===== src/rtl/mem_loader_pkg.sv =====
// Shared types and constants for the instruction-memory loader.
package mem_loader_pkg;

  typedef enum logic [1:0] {
    IDLE    = 2'd0,
    LOAD    = 2'd1,
    RD_ADDR = 2'd2,
    RD_CAP  = 2'd3
  } state_e;

  // Byte distance between consecutive instruction words.
  localparam int ADDR_STRIDE = 4;

  // Width of the word-count port: it must represent MEMORY_DEPTH itself,
  // hence one bit more than the address-index width.
  function automatic int cnt_width(input int depth);
    return $clog2(depth) + 1;
  endfunction

endpackage


===== src/rtl/mem_loader_sum.sv =====
// Clearable accumulator that wraps modulo 2^DATA_WIDTH.
module mem_loader_sum #(
  parameter int DATA_WIDTH = 32
) (
  input  logic                  clk,
  input  logic                  rst_n,
  input  logic                  clr,
  input  logic                  en,
  input  logic [DATA_WIDTH-1:0] addend,
  output logic [DATA_WIDTH-1:0] sum
);

  // Clear has priority over accumulate so a new load always starts from zero.
  always_ff @(posedge clk) begin
    if (!rst_n) begin
      sum <= '0;
    end else if (clr) begin
      sum <= '0;
    end else if (en) begin
      sum <= sum + addend;
    end
  end

endmodule


===== src/rtl/mem_loader.sv =====
// Streams N words into instruction memory, reads them back and compares
// the modular checksums of written and read data.
//
// state   | meaning
// IDLE    | waiting for start_i; range-checks word_count_i
// LOAD    | accepting stream words, one registered write per handshake
// RD_ADDR | read address driven for the current index
// RD_CAP  | address held, read data accumulated into the read sum
module mem_loader
  import mem_loader_pkg::*;
#(
  parameter int MEMORY_DEPTH = 64,
  parameter int DATA_WIDTH   = 32,
  parameter int BASE_ADDR    = 0
) (
  input  logic                                clk,
  input  logic                                rst_n,
  input  logic                                start_i,
  input  logic [cnt_width(MEMORY_DEPTH)-1:0]  word_count_i,
  input  logic [DATA_WIDTH-1:0]               s_data_i,
  input  logic                                s_valid_i,
  output logic                                s_ready_o,
  output logic                                mem_we_o,
  output logic [DATA_WIDTH-1:0]               mem_addr_o,
  output logic [DATA_WIDTH-1:0]               mem_wdata_o,
  input  logic [DATA_WIDTH-1:0]               mem_rdata_i,
  output logic                                busy_o,
  output logic                                done_o,
  output logic                                error_o,
  output logic [DATA_WIDTH-1:0]               checksum_o
);

  localparam int CW = cnt_width(MEMORY_DEPTH);

  localparam logic [1:0] S_IDLE    = IDLE;
  localparam logic [1:0] S_LOAD    = LOAD;
  localparam logic [1:0] S_RD_ADDR = RD_ADDR;
  localparam logic [1:0] S_RD_CAP  = RD_CAP;

  logic [1:0]            state;
  logic [CW-1:0]         index;
  logic [CW-1:0]         count;
  logic                  n_ok;
  logic                  clr;
  logic                  take;
  logic                  rd_en;
  logic [DATA_WIDTH-1:0] wr_sum;
  logic [DATA_WIDTH-1:0] rd_sum;
  logic [DATA_WIDTH-1:0] rd_final;

  function automatic logic [DATA_WIDTH-1:0] word_addr(input logic [CW-1:0] i);
    return DATA_WIDTH'(BASE_ADDR) + DATA_WIDTH'(i) * DATA_WIDTH'(ADDR_STRIDE);
  endfunction

  assign n_ok      = (word_count_i != '0) && (word_count_i <= CW'(MEMORY_DEPTH));
  assign clr       = (state == S_IDLE) && start_i && n_ok;
  assign s_ready_o = (state == S_LOAD) && (index < count);
  assign take      = s_valid_i && s_ready_o;
  assign rd_en     = (state == S_RD_CAP);
  assign busy_o    = (state != S_IDLE);
  assign checksum_o = wr_sum;
  // Read sum including the word being captured this cycle.
  assign rd_final  = rd_sum + mem_rdata_i;

  mem_loader_sum #(.DATA_WIDTH(DATA_WIDTH)) u_wr_sum (
    .clk    (clk),
    .rst_n  (rst_n),
    .clr    (clr),
    .en     (take),
    .addend (s_data_i),
    .sum    (wr_sum)
  );

  mem_loader_sum #(.DATA_WIDTH(DATA_WIDTH)) u_rd_sum (
    .clk    (clk),
    .rst_n  (rst_n),
    .clr    (clr),
    .en     (rd_en),
    .addend (mem_rdata_i),
    .sum    (rd_sum)
  );

  // Sequencer, index counter and registered memory-port drivers.
  always_ff @(posedge clk) begin
    if (!rst_n) begin
      state       <= S_IDLE;
      index       <= '0;
      count       <= '0;
      mem_we_o    <= 1'b0;
      mem_addr_o  <= '0;
      mem_wdata_o <= '0;
      done_o      <= 1'b0;
      error_o     <= 1'b0;
    end else begin
      mem_we_o <= 1'b0;
      case (state)
        S_IDLE: begin
          if (start_i) begin
            if (word_count_i == '0) begin
              done_o <= 1'b1;
            end else if (!n_ok) begin
              error_o <= 1'b1;
            end else begin
              done_o  <= 1'b0;
              error_o <= 1'b0;
              count   <= word_count_i;
              index   <= '0;
              state   <= S_LOAD;
            end
          end
        end
        S_LOAD: begin
          if (take) begin
            mem_we_o    <= 1'b1;
            mem_addr_o  <= word_addr(index);
            mem_wdata_o <= s_data_i;
            index       <= index + CW'(1);
          end else if (mem_we_o && (index == count)) begin
            // Last write pulse is on the bus now; the address for the
            // first read must be in place for the whole RD_ADDR cycle.
            index      <= '0;
            mem_addr_o <= word_addr('0);
            state      <= S_RD_ADDR;
          end
        end
        S_RD_ADDR: begin
          state <= S_RD_CAP;
        end
        S_RD_CAP: begin
          if (index < count - CW'(1)) begin
            index      <= index + CW'(1);
            mem_addr_o <= word_addr(index + CW'(1));
            state      <= S_RD_ADDR;
          end else begin
            done_o  <= 1'b1;
            error_o <= (wr_sum != rd_final);
            state   <= S_IDLE;
          end
        end
        default: state <= S_IDLE;
      endcase
    end
  end

endmodule


===== config.mk =====
export PLATFORM = sky130hd
export DESIGN_NAME = mem_loader
export DESIGN_NICKNAME = d
export VERILOG_FILES = /design/src/rtl/mem_loader_pkg.sv /design/src/rtl/mem_loader_sum.sv /design/src/rtl/mem_loader.sv
export SDC_FILE = /design/constraint.sdc
export NUM_CORES = 1
export LEC_CHECK = 0
export CORE_MARGIN = 10
export CORE_UTILIZATION = 42
export CTS_CLUSTER_SIZE = 28
export DETAILED_ROUTE_END_ITERATION = 10
export GPL_TIMING_DRIVEN = 0
export PLACE_DENSITY = 0.74
export REMOVE_ABC_BUFFERS = 1
export SLEW_MARGIN = 20
export SYNTH_ARGS = -nofsm -noshare
export SYNTH_HDL_FRONTEND = slang
export SYNTH_SLANG_ARGS = --single-unit

===== constraint.sdc =====
create_clock -name clk -period 3.5 [get_ports clk]
set_clock_uncertainty 0.15 [all_clocks]
set_input_delay 0.875 -clock clk [delete_from_list [all_inputs] [get_ports clk]]
set_output_delay 0.875 -clock clk [all_outputs]
set_load 0.02 [all_outputs]

==> results of run 1 <==
==> layout by cell type, fill, tap and decap left out, drive strengths merged, types with 7 or more instances in the layout <==
cell type	instances
nor2b	11
buf	46
a211oi	22
conb	25
nor3	18
or3	8
or2	9
dfxtp	122
o21ai	46
clkdlybuf4s50	129
a21o	25
o21a	10
mux2i	13
xor2	34
inv	35
clkbuf	24
and3	8
a31oi	14
nand4	13
a21oi	156
ha	78
dlygate4sd2	12
nand3	38
nand2	199
o2111ai	7
xnor2	49
nor2	87
==> final timing paths <==
check | endpoint | slack [ns]
worst max-delay path | error_o | -0.32
worst min-delay path | mem_wdata_o[21] | 0.30
worst max register to register | error_o | -0.16
worst min register to register | mem_wdata_o[21] | 0.30
==> flip-flops by register name (all words and copies together) (netlist names) <==
name,cells
state,2
count,7
done_o,1
mem_addr_o,7
mem_we_o,1
mem_wdata_o,32
error_o,1
u_wr_sum.sum,32
index,7
u_rd_sum.sum,32
==> final cells by class <==
cell class / instances / share of cell area
Tap cell: 280 / 0.02737
Antenna cell: 1 / 0.0001955
Sequential cell: 122 / 0.1909
Clock buffer: 21 / 0.03676
Multi-Input combinational cell: 995 / 0.5745
Clock inverter: 11 / 0.01310
Timing Repair Buffer: 193 / 0.1466
Inverter: 35 / 0.01046
==> stage by stage <==
stage / std cells / utilization / TNS [ns] / setup WS (ns)
2_1_floorplan: 1150 / - / -12.74 / -0.5508
3_3_place_gp: 1580 / 0.4942 / -144.49 / -1.958
3_5_place_dp: 1583 / 0.4983 / -38.59 / -1.545
4_1_cts: 1639 / 0.5680 / -0.4184 / -0.4184
5_1_grt: 1657 / 0.5863 / -0.6281 / -0.4223
6_report: 1658 / 0.5865 / -0.3201 / -0.3201
==> routing by layer <==
metal  vias to the layer above  GRT usage  part of all wire
li1                       4612          -                 -
met1                      4441     0.2414              0.43
met3                        37    0.05303             0.075
met2                       309     0.3337              0.48
met4                         0    0.04803             0.015
met5                         -          0                 0
==> where the power goes <==
part | leakage, nW | internal, W | switching (W)
logic | 3.66 | 0.000509 | 0.000661
clock network | 0.309 | 0.00125 | 0.000697
registers | 0.987 | 0.00145 | 0.0000601
==> kinds of logic (layout without fill, tap and decap cells) <==
kind of cell | Yosys count | count (layout) | share of synthesized area
adders and majority gates | 80 | 80 | 0.1089
and+or+nand+nor | 433 | 435 | 0.2164
other | 1 | 26 | 0.0004018
xor gates and xnor gates | 84 | 84 | 0.08111
buffers and inverters | 125 | 260 | 0.06650
AOI/OAI and AO/OA | 358 | 358 | 0.2511
DFF | 122 | 122 | 0.2617
muxes | 13 | 13 | 0.01394
==> repair_timing <==
action,CTS,global route
hold endpoints to repair,0,0
gates resized for setup,161,56
gates cloned,0,3
setup buffers,24,15
setup endpoints to repair,40,22
pin swaps,50,50
==> worst max-delay path: stages <==
cell and delay, ns:
sky130_fd_sc_hd__clkdlybuf4s50_1 0.46, sky130_fd_sc_hd__ha_4 0.23, sky130_fd_sc_hd__or2_4 0.26, sky130_fd_sc_hd__o221a_2 0.28, sky130_fd_sc_hd__or3_1 0.37, sky130_fd_sc_hd__a21oi_2 0.16
sky130_fd_sc_hd__xnor2_1 0.19, sky130_fd_sc_hd__xnor2_1 0.16, sky130_fd_sc_hd__nand4_1 0.22, sky130_fd_sc_hd__nor4_4 0.25, sky130_fd_sc_hd__o2111ai_2 0.16, sky130_fd_sc_hd__nor4_2 0.22
sky130_fd_sc_hd__a31oi_1 0.13
==> impl_summary.log, run 1 <==
[metrics] outcome: finished with violations
[metrics] violations in the final reports: negative setup slack
[metrics] total clock buffers created by CTS: 17
[metrics] wire length of the first global-routing pass: about 46000 um
[metrics] area of combinational cells with multiple inputs: 7353 um2
[metrics] start-to-end type of the worst setup path: input pin to flip-flop
[metrics] placement-stage cell area: ~11000 um2
[metrics] footprint of the flip-flops and latches: 2444 um2
[metrics] gr usage total: 0.1967
[metrics] flops & latches, synth: around 120
[metrics] htree depth: 4
[metrics] cell area after layout: roughly 13000 um2
[metrics] drt first pass iters: 7
[metrics] worst endpoint data arrival time: about 4 ns
[metrics] final worst setup slack: -0.3201 ns
[metrics] post-DP HPWL: 20780 um
[metrics] setup repair after global routing missed its margin: yes
[metrics] Starting DRT DRC Count: 583
[metrics] ratio of final minimum period to clock period: 1.091
[metrics] clock transition time at the flip-flop clock pins of the worst setup and hold paths: 0.06 ns
[metrics] Initial Utilization: 0.4276
[metrics] sequential share of the synthesized area: 0.2617
[metrics] number of core rows: 54
[metrics] Max Transition Viols Final: 0
[metrics] count of flip-flops with a built-in enable after synthesis: 0
[metrics] Critical Path RT: between 3 and 4 ns
[metrics] Routability Congestion: approximately 0.87
[metrics] synth cell count leaders: 195 x sky130_fd_sc_hd__nand2_1, 154 x sky130_fd_sc_hd__a21oi_1, 122 x sky130_fd_sc_hd__dfxtp_1, 86 x sky130_fd_sc_hd__nor2_1, 78 x sky130_fd_sc_hd__ha_1
[metrics] # nets final: between 1500 and 2000
[metrics] CP endpoint kind: flip-flop
[metrics] worst-path maximum fanout: 8
[metrics] Distinct cells, synth: around 90
[metrics] number of standard cells after synthesis: 1216
[metrics] Pleak: just under 5 nW
[metrics] worst hold path cell count: 2
[metrics] class of the tightest hold or removal check: flip-flop to flip-flop
[metrics] area growth from synthesis to final layout: 37.14%
[metrics] relative slew slack: 0.3554
[metrics] clock buffer depth: 2
[metrics] via count of the first global-routing pass: about 8800
[metrics] fraction of synthesis flops using an asynchronous set or reset pin: 0
[metrics] worst hold slack: about 0.30 ns
[metrics] CTS tree: yes
[metrics] biggest area consumer among synthesized cells: sky130_fd_sc_hd__dfxtp_1
[metrics] clock net sink count: 122
[metrics] Post-Synthesis Mean Instance Area: ~7.7 um2
[metrics] input/output buffers: 150
[metrics] worst hold start: mem_wdata_o[21]
[metrics] Setup crit start: mem_rdata_i[3]
[metrics] final-report hold violation count: 0
[metrics] worst r2r path cells: 14
[metrics] post-detailed-routing wire length: 30600 um
[metrics] total power of the final layout: ~0.0046 W
[metrics] total setup violations reported at the end of the flow: 1
[metrics] overall via count from detail_route: about 9400
[metrics] share of cells above drive strength 1: 0.1699
[metrics] count of pins on the block boundary: around 180
[metrics] dominant register cell in the synthesized netlist: sky130_fd_sc_hd__dfxtp_1
[metrics] Skew-Pair Late Insertion Delay: between 0.4 and 0.5 ns
[metrics] detail-routed via count per cell: approximately 5.7
[metrics] cts hold-fix bufs: 0
[metrics] number of antenna violations at the first check in global routing: 0
[metrics] placeable core region: approximately 22000 um2
[metrics] cell area after technology mapping: between 9000 and 10000 um2
[metrics] fillers: around 1900
[metrics] root buffer cell: sky130_fd_sc_hd__clkbuf_16
[metrics] final routed DRC violation total: 0
[metrics] Worst-Margin Slew: roughly 0.96 ns
[metrics] fmax: between 200 and 300 MHz
[metrics] width of the die: around 170 um
[metrics] residual overflow from global routing: 0
[metrics] worst reg2reg startpoint: u_rd_sum.sum[0]
[metrics] Avg WL per Cell: 18.46 um
[metrics] Max rail drop VDD: approximately 290 uV
[metrics] main area contributors after synthesis: sky130_fd_sc_hd__dfxtp_1 26%, sky130_fd_sc_hd__ha_1 10%, sky130_fd_sc_hd__a21oi_1 8.3%
[metrics] leading cell type by number of instances after synthesis: sky130_fd_sc_hd__nand2_1
[metrics] count of antenna-violating nets left after detailed routing: 0
[metrics] final critical-path required period: between 3 and 4 ns
[metrics] power per cell area: ~360 nW/um2
[metrics] full die area: 28580 um2
[metrics] max-cap violation count: 0
[metrics] nature of the critical path startpoint: input pin
[metrics] maximum number of pins on one net before global-route repair: 62
[metrics] share of Yosys cell area claimed by the top area cell type: 0.2617
[metrics] yosys warns: 0
[metrics] Vert. Die Dim: approximately 170 um
Power figures use the tool's default switching activity.
==> inputs of run 2 (changes only) <==
--- a/config.mk
+++ b/config.mk
@@ -9,7 +9,6 @@
 export CORE_UTILIZATION = 42
 export CTS_CLUSTER_SIZE = 28
 export DETAILED_ROUTE_END_ITERATION = 10
-export GPL_TIMING_DRIVEN = 0
 export PLACE_DENSITY = 0.74
 export REMOVE_ABC_BUFFERS = 1
 export SLEW_MARGIN = 20
==> run 2 against run 1 <==
The flow still finishes with violations (negative setup slack). Sequential power barely moved. Die area did not move. Combinational power rose by 10%. Via count rose by 7.7%. Routed wire length rose by 7.2%. Flip-flop and latch count did not move. Register-to-register slack improved by 0.05 ns. Design area rose by 8.7%. Final cell count rose by 10%. Utilization rose by 5.1 points. Critical path depth rose by 4. Non-clock buffer count rose by 179. Critical path type unchanged.
==> impl_summary.log, run 2 (same netlist as run 1, synthesis figures left out) <==
[metrics] root buffer cell: sky130_fd_sc_hd__clkbuf_16 (unchanged)
[metrics] post-detailed-routing wire length: 32800 um (was 30600 um)
[metrics] placeable core region: 21820 um2 (unchanged)
[metrics] cell area after layout: 13910 um2 (was 12800 um2)
[metrics] violations in the final reports: negative setup slack (unchanged)
[metrics] Routability Congestion: 0.9403 (was 0.8719)
[metrics] final critical-path required period: 3.707 ns (was 3.820 ns)
[metrics] antenna diode count: 0 (was 1)
[metrics] routed length on met2: 16210 um (was 14680 um)
[metrics] count of buffer and inverter cells on the critical path: 4 (was 1)
[metrics] # nets final: 1696 (was 1519)
[metrics] registers with the most flip-flops: mem_wdata_o: 32 flops, u_rd_sum.sum: 32 flops, u_wr_sum.sum: 32 flops (unchanged)
[metrics] nature of the critical path startpoint: input pin (unchanged)
[metrics] placement-stage cell area: 12340 um2 (was 10870 um2)
[metrics] worst-path maximum fanout: 2 (was 8)
[metrics] class of the tightest hold or removal check: flip-flop to flip-flop (unchanged)
[metrics] Avg WL per Cell: 17.90 um (was 18.46 um)
[metrics] number of antenna violations at the first check in global routing: 0 (unchanged)
[metrics] ratio of final minimum period to clock period: 1.059 (was 1.091)
[metrics] setup repair after global routing missed its margin: yes (unchanged)
[metrics] Max Transition Viols Final: 0 (unchanged)
[metrics] slowest cell on the critical path: sky130_fd_sc_hd__fa_2 (was sky130_fd_sc_hd__clkdlybuf4s50_1)
[metrics] met1 layer wirelength in the final routing: 13750 um (was 13180 um)
[metrics] count of antenna-violating nets left after detailed routing: 0 (unchanged)
[metrics] maximum number of pins on one net before global-route repair: 73 (was 62)
[metrics] post-route core utilization: 0.6373 (was 0.5865)
[metrics] Initial Utilization: 0.4276 (unchanged)
[metrics] worst hold slack: 0.3013 ns (was 0.3016 ns)
[metrics] commonest non-fill, non-tap cell in the layout: sky130_fd_sc_hd__buf_4 (was sky130_fd_sc_hd__nand2_1)
[metrics] clock net sink count: 122 (unchanged)
[metrics] residual overflow from global routing: 0 (unchanged)
[metrics] full die area: 28580 um2 (unchanged)
[metrics] detail-routed via count per cell: 5.527 (was 5.669)
[metrics] slack of the worst reg-to-reg path: -0.11 ns (was -0.16 ns)
[metrics] longest individual stage delay on the worst path: 0.38 ns (was 0.46 ns)
[metrics] worst endpoint data arrival time: 3.85 ns (was 3.96 ns)
[metrics] power per cell area: 333.3 nW/um2 (was 360.9 nW/um2)
[metrics] via count of the first global-routing pass: 10010 (was 8763)
[metrics] post-DP HPWL: 23890 um (was 20780 um)
[metrics] Starting DRT DRC Count: 568 (was 583)
[metrics] clock transition time at the flip-flop clock pins of the worst setup and hold paths: 0.05 ns (was 0.06 ns)
[metrics] outcome: finished with violations (unchanged)
[metrics] Pleak: 5.832 nW (was 4.957 nW)
[metrics] Met3 Routed Length: 2010 um (was 2293 um)
[metrics] relative slew slack: 0.6422 (was 0.3554)
[metrics] input/output buffers: 150 (unchanged)
[metrics] area of combinational cells with multiple inputs: 7154 um2 (was 7353 um2)
[metrics] number of core rows: 54 (unchanged)
[metrics] share of cells above drive strength 1: 0.2481 (was 0.1699)
[metrics] max-cap violation count: 0 (unchanged)
[metrics] count of pins on the block boundary: 176 (unchanged)
[metrics] Skew-Pair Late Insertion Delay: 0.43 ns (about the same)
[metrics] clock buffer depth: 2 (unchanged)
[metrics] total clock buffers created by CTS: 17 (unchanged)
[metrics] largest delay contributor family on the critical path: compound AO/OA/AOI/OAI gates (was simple AND/OR/NAND/NOR gates)
[metrics] footprint of the flip-flops and latches: 2442 um2 (was 2444 um2)
[metrics] drt first pass iters: 5 (was 7)
[metrics] wire length of the first global-routing pass: 51780 um (was 46370 um)
[metrics] fmax: 269.8 MHz (was 261.8 MHz)
[metrics] final-report hold violation count: 0 (unchanged)
[metrics] uppermost routed layer: met4 (unchanged)
[metrics] CP endpoint kind: flip-flop (unchanged)
[metrics] Worst-Margin Slew: 0.5360 ns (was 0.9624 ns)
[metrics] overall via count from detail_route: 10130 (was 9399)
[metrics] total setup violations reported at the end of the flow: 2 (was 1)
[metrics] Critical Path RT: 3.65 ns (was 3.64 ns)
[metrics] start-to-end type of the worst setup path: input pin to flip-flop (unchanged)
[metrics] fillers: 1813 (was 1909)
[metrics] width of the die: 169.1 um (unchanged)
[metrics] final worst setup slack: -0.2070 ns (was -0.3201 ns)
[metrics] Max rail drop VDD: 314.3 uV (was 290.1 uV)
[metrics] final routed DRC violation total: 0 (unchanged)
[metrics] Vert. Die Dim: 169.1 um (unchanged)
[metrics] minimum setup slack after placement: -1.081 ns (was -1.545 ns)
[metrics] CTS tree: yes (unchanged)
[metrics] gr usage total: 0.2199 (was 0.1967)
[metrics] area growth from synthesis to final layout: 49.03% (was 37.14%)
[metrics] most frequent cells in the layout: 215 x sky130_fd_sc_hd__buf_4, 194 x sky130_fd_sc_hd__nand2_1, 134 x sky130_fd_sc_hd__a21oi_1, 124 x sky130_fd_sc_hd__clkdlybuf4s50_1, 122 x sky130_fd_sc_hd__dfxtp_1 (was 191 x sky130_fd_sc_hd__nand2_1, 134 x sky130_fd_sc_hd__a21oi_1, 129 x sky130_fd_sc_hd__clkdlybuf4s50_1, 121 x sky130_fd_sc_hd__dfxtp_1, 84 x sky130_fd_sc_hd__nor2_1)
[metrics] htree depth: 4 (unchanged)
[metrics] cells along the critical path: buf_6, ha_4, inv_2, fa_2, and2b_4, buf_4, o221ai_4, o2111a_2, buf_4, o31ai_2, o21ai_0, o21ai_0, o2111ai_1, a211oi_2, nand4_1, nor4_2, a31oi_1 (was clkdlybuf4s50_1, ha_4, or2_4, o221a_2, or3_1, a21oi_2, xnor2_1, xnor2_1, nand4_1, nor4_4, o2111ai_2, nor4_2, a31oi_1)
## run 2: cell count changes in the layout (fill, tap and decap cells not counted), moves of 5 or more
cell	delta
sky130_fd_sc_hd__buf_4	+177
sky130_fd_sc_hd__clkdlybuf4s50_1	-5
sky130_fd_sc_hd__dlymetal6s2s_1	+7
sky130_fd_sc_hd__ha_1	+6
sky130_fd_sc_hd__ha_4	-5
sky130_fd_sc_hd__o21ai_0	+5
## run 2: cell type report
class | count | area share
Tap cell | 280 | 0.02519
Multi-Input combinational cell | 993 | 0.5144
Sequential cell | 122 | 0.1756
Inverter | 35 | 0.009446
Clock inverter | 9 | 0.01062
Clock buffer | 21 | 0.03239
Timing Repair Buffer | 372 | 0.2324
## run 2: worst reg2reg max path: stages (launching register included)
cell and delay (ns):
sky130_fd_sc_hd__dfxtp_1 0.39, sky130_fd_sc_hd__ha_4 0.16, sky130_fd_sc_hd__inv_2 0.04, sky130_fd_sc_hd__fa_2 0.38, sky130_fd_sc_hd__and2b_4 0.27, sky130_fd_sc_hd__buf_4 0.12, sky130_fd_sc_hd__o221ai_4 0.11, sky130_fd_sc_hd__o2111a_2 0.31
sky130_fd_sc_hd__buf_4 0.14, sky130_fd_sc_hd__o31ai_2 0.26, sky130_fd_sc_hd__o21ai_0 0.11, sky130_fd_sc_hd__o21ai_0 0.08, sky130_fd_sc_hd__o2111ai_1 0.16, sky130_fd_sc_hd__a211oi_2 0.26, sky130_fd_sc_hd__nand4_1 0.15, sky130_fd_sc_hd__nor4_2 0.28
sky130_fd_sc_hd__a31oi_1 0.11
## run 2: worst paths after layout
kind	start	depth (start not counted)	end
min reg2reg	mem_wdata_o[22]	2	mem_wdata_o[22]
max	mem_rdata_i[0]	17	error_o
min	mem_wdata_o[22]	2	mem_wdata_o[22]
max reg2reg	u_rd_sum.sum[0]	16	error_o
## run 2: repair_timing
action                     in CTS  in global routing
resized for setup             117                 56
setup endpoints to repair      17                 13
hold buffers                    0                  0
buffers inserted               15                  5
pin swaps                      66                 48
## run 2: where the power goes
group / leakage (nW) / switching (W) / internal [W]
sequential: 0.986 / 0.0000510 / 0.00145
clock: 0.293 / 0.000651 / 0.00120
combinational: 4.55 / 0.000691 / 0.000600
## run 2: per-layer routing
| layer | global-route usage | vias to the layer above |
|---|---|---|
| met3 | 0.04794 | 53 |
| met1 | 0.2653 | 4811 |
| li1 | - | 4957 |
| met2 | 0.3781 | 305 |
| met5 | 0 | - |
| met4 | 0.07355 | 0 |
## run 2: through the flow
stage	total power, W	TNS, ns	cells
final	0.004635	-0.2210	1832
after global routing	0.004829	-0.6012	1832
after CTS	0.004618	-0.1825	1827
after detailed placement	0.002700	-17.10	1782
after global placement	0.002683	-15.16	1782
after floorplan	0.002159	-12.74	1150
==> inputs of run 3 (changes only) <==
--- a/config.mk
+++ b/config.mk
@@ -9,7 +9,7 @@
 export CORE_UTILIZATION = 42
 export CTS_CLUSTER_SIZE = 28
 export DETAILED_ROUTE_END_ITERATION = 10
-export PLACE_DENSITY = 0.74
+export PLACE_DENSITY = 0.77
 export REMOVE_ABC_BUFFERS = 1
 export SLEW_MARGIN = 20
 export SYNTH_ARGS = -nofsm -noshare
==> run 3 against run 2 <==
The run still ends with negative setup slack left. Final cell count grew 0.60%. Non-clock buffer count grew 9. Register-to-register slack gained 0.22 ns. Hold slack is essentially flat. Critical path depth shrank 2.
==> impl_summary.log, run 3 (same netlist as run 1, synthesis figures left out) <==
[metrics] outcome: finished with violations (unchanged)
[metrics] violations in the final reports: negative setup slack (unchanged)
[metrics] nature of the critical path startpoint: input pin (unchanged)
[metrics] Routability Congestion: 0.9352 (was 0.9403)
[metrics] cells along the critical path: dlygate4sd2_1, ha_4, and4_4, nand3_1, a211o_1, buf_4, nand2_2, buf_4, nor2_1, a32oi_1, o2111ai_1, a211oi_2, nand4_1, nor4_2, a31oi_1 (was buf_6, ha_4, inv_2, fa_2, and2b_4, buf_4, o221ai_4, o2111a_2, buf_4, o31ai_2, o21ai_0, o21ai_0, o2111ai_1, a211oi_2, nand4_1, nor4_2, a31oi_1)
[metrics] width of the die: 169.1 um (unchanged)
[metrics] wire length of the first global-routing pass: 52400 um (was 51780 um)
[metrics] htree depth: 4 (unchanged)
[metrics] worst flop-to-flop path endpoint: error_o (unchanged)
[metrics] fillers: 1758 (was 1813)
[metrics] total setup violations reported at the end of the flow: 1 (was 2)
[metrics] class of the tightest hold or removal check: flip-flop to flip-flop (unchanged)
[metrics] root buffer cell: sky130_fd_sc_hd__clkbuf_16 (unchanged)
[metrics] count of antenna-violating nets left after detailed routing: 0 (unchanged)
[metrics] share of cells above drive strength 1: 0.2668 (was 0.2481)
[metrics] Starting DRT DRC Count: 745 (was 568)
[metrics] detail-routed via count per cell: 5.569 (was 5.527)
[metrics] area growth from synthesis to final layout: 50.60% (was 49.03%)
[metrics] fmax: 281.9 MHz (was 269.8 MHz)
[metrics] Max rail drop VDD: 312.1 uV (was 314.3 uV)
[metrics] CTS tree: yes (unchanged)
[metrics] Critical Path RT: 3.65 ns (about the same)
[metrics] registers with the most flip-flops: mem_wdata_o: 32 flops, u_rd_sum.sum: 32 flops, u_wr_sum.sum: 32 flops (unchanged)
[metrics] worst hold start: mem_wdata_o[20] (was mem_wdata_o[22])
[metrics] Pleak: 5.975 nW (was 5.832 nW)
[metrics] full die area: 28580 um2 (unchanged)
[metrics] final critical-path required period: 3.547 ns (was 3.707 ns)
[metrics] worst hold path cell count: 2 (unchanged)
[metrics] largest delay contributor family on the critical path: compound AO/OA/AOI/OAI gates (unchanged)
[metrics] longest individual stage delay on the worst path: 0.33 ns (was 0.38 ns)
[metrics] number of non-filler instances in the completed layout: 1843 (was 1832)
[metrics] count of pins on the block boundary: 176 (unchanged)
[metrics] drt first pass iters: 5 (unchanged)
[metrics] antenna diode count: 0 (unchanged)
[metrics] worst reg2reg startpoint: u_rd_sum.sum[0] (unchanged)
[metrics] relative slew slack: 0.6616 (was 0.6422)
[metrics] Max Transition Viols Final: 0 (unchanged)
[metrics] post-DP HPWL: 24250 um (was 23890 um)
[metrics] gr usage total: 0.2214 (was 0.2199)
[metrics] number of core rows: 54 (unchanged)
[metrics] placeable core region: 21820 um2 (unchanged)
[metrics] final-report hold violation count: 0 (unchanged)
[metrics] Vert. Die Dim: 169.1 um (unchanged)
[metrics] crit-path most repeated cell: sky130_fd_sc_hd__buf_4
[metrics] number of cells in the design after placement: 1782 (unchanged)
[metrics] final worst setup slack: -0.04727 ns (was -0.2070 ns)
[metrics] final routed DRC violation total: 0 (unchanged)
[metrics] slowest cell on the critical path: sky130_fd_sc_hd__a211o_1 (was sky130_fd_sc_hd__fa_2)
[metrics] WHS Endpoint: mem_wdata_o[20] (was mem_wdata_o[22])
[metrics] power per cell area: 327.2 nW/um2 (was 333.3 nW/um2)
[metrics] worst hold slack: 0.3017 ns (was 0.3013 ns)
[metrics] commonest non-fill, non-tap cell in the layout: sky130_fd_sc_hd__buf_4 (unchanged)
[metrics] residual overflow from global routing: 0 (unchanged)
[metrics] minimum setup slack after placement: -1.007 ns (was -1.081 ns)
[metrics] clock transition time at the flip-flop clock pins of the worst setup and hold paths: 0.06 ns (was 0.05 ns)
[metrics] clock buffer depth: 2 (unchanged)
[metrics] total power of the final layout: 0.004598 W (was 0.004635 W)
[metrics] Avg WL per Cell: 18.19 um (was 17.90 um)
[metrics] total clock buffers created by CTS: 17 (unchanged)
[metrics] worst-path maximum fanout: 5 (was 2)
[metrics] CP endpoint kind: flip-flop (unchanged)
[metrics] post-detailed-routing wire length: 33530 um (was 32800 um)
[metrics] most frequent cells in the layout: 225 x sky130_fd_sc_hd__buf_4, 193 x sky130_fd_sc_hd__nand2_1, 133 x sky130_fd_sc_hd__a21oi_1, 122 x sky130_fd_sc_hd__dfxtp_1, 113 x sky130_fd_sc_hd__clkdlybuf4s50_1 (was 215 x sky130_fd_sc_hd__buf_4, 194 x sky130_fd_sc_hd__nand2_1, 134 x sky130_fd_sc_hd__a21oi_1, 124 x sky130_fd_sc_hd__clkdlybuf4s50_1, 122 x sky130_fd_sc_hd__dfxtp_1)
[metrics] cts hold-fix bufs: 0 (unchanged)
[metrics] count of buffer and inverter cells on the critical path: 3 (was 4)
[metrics] input/output buffers: 150 (unchanged)
[metrics] Initial Utilization: 0.4276 (unchanged)
[metrics] max-cap violation count: 0 (unchanged)
[metrics] overall via count from detail_route: 10260 (was 10130)
[metrics] via count of the first global-routing pass: 10290 (was 10010)
[metrics] setup repair after global routing missed its margin: yes (unchanged)
[metrics] number of antenna violations at the first check in global routing: 0 (unchanged)
[metrics] worst r2r path cells: 15 (was 16)
[metrics] ratio of final minimum period to clock period: 1.014 (was 1.059)
[metrics] clock net sink count: 122 (unchanged)
[metrics] worst endpoint data arrival time: 3.70 ns (was 3.85 ns)
[metrics] slack of the worst reg-to-reg path: 0.11 ns (was -0.11 ns)
[metrics] Skew-Pair Late Insertion Delay: 0.43 ns (about the same)
[metrics] Worst-Margin Slew: 0.5058 ns (was 0.5360 ns)
[metrics] # nets final: 1705 (was 1696)
[metrics] start-to-end type of the worst setup path: input pin to flip-flop (unchanged)
[metrics] maximum number of pins on one net before global-route repair: 73 (unchanged)
run 3: how the worst max path moves through the flow:
| stage | from | to | slack [ns] | cells after the start |
|---|---|---|---|---|
| finish | mem_rdata_i[10] | error_o | -0.05 | 15 |
| floorplan | count[1] | index[3] | -0.55 | 11 |
| detailed placement | mem_rdata_i[0] | error_o | -1.01 | 14 |
| global placement | mem_rdata_i[0] | error_o | -0.93 | 14 |
| CTS | mem_rdata_i[0] | error_o | -0.20 | 14 |
| global route | mem_rdata_i[0] | error_o | -0.16 | 14 |
run 3: routing by layer:
layer,GRT usage,share of wire,up-vias
met3,0.05280,0.066,72
met2,0.3815,0.49,364
li1,-,-,4967
met1,0.2621,0.42,4861
met4,0.07842,0.025,0
met5,0,0,-
run 3: what timing repair did:
action,CTS,global route
cloned,0,0
gates resized for setup,112,98
pin swaps,63,68
setup endpoints to repair,18,21
setup buffers,16,13
run 3: report_power, final:
part	internal [W]	leakage (nW)	switching (W)
combinational	0.000611	4.71	0.000704
clock	0.00108	0.279	0.000703
sequential	0.00145	0.986	0.0000513
total	0.00314	5.98	0.00146
run 3: area by class of cell:
type	instances	area, um2	share of cell area
flip-flops and latches	122	2442	0.1738
well taps	280	350.3	0.02493
repair buffers	381	3303	0.2350
clock inverters	11	120.1	0.008546
multi-input cells	993	7247	0.5156
inverters	35	131.4	0.009347
clock buffers	21	460.4	0.03276
run 3: worst reg2reg max path, cell delays in order, from the launching register on:
cell and delay (ns):
sky130_fd_sc_hd__dfxtp_1 0.38, sky130_fd_sc_hd__ha_4 0.15, sky130_fd_sc_hd__inv_2 0.04, sky130_fd_sc_hd__fa_2 0.35, sky130_fd_sc_hd__and2b_4 0.30, sky130_fd_sc_hd__o221ai_4 0.12, sky130_fd_sc_hd__o2111a_2 0.31, sky130_fd_sc_hd__buf_4 0.15
sky130_fd_sc_hd__o31ai_4 0.24, sky130_fd_sc_hd__o21ai_1 0.09, sky130_fd_sc_hd__o21ai_0 0.08, sky130_fd_sc_hd__o2111ai_1 0.16, sky130_fd_sc_hd__a211oi_2 0.25, sky130_fd_sc_hd__nand4_1 0.15, sky130_fd_sc_hd__nor4_2 0.26, sky130_fd_sc_hd__a31oi_1 0.11
run 3: through the flow:
step	instance area (um2)	util	TNS, ns
after floorplan	8934	-	-12.74
after global placement	12330	0.5650	-15.26
after detailed placement	12330	0.5650	-17.40
after CTS	13540	0.6203	-0.2024
after global routing	14050	0.6440	-0.2357
final	14050	0.6440	-0.04727
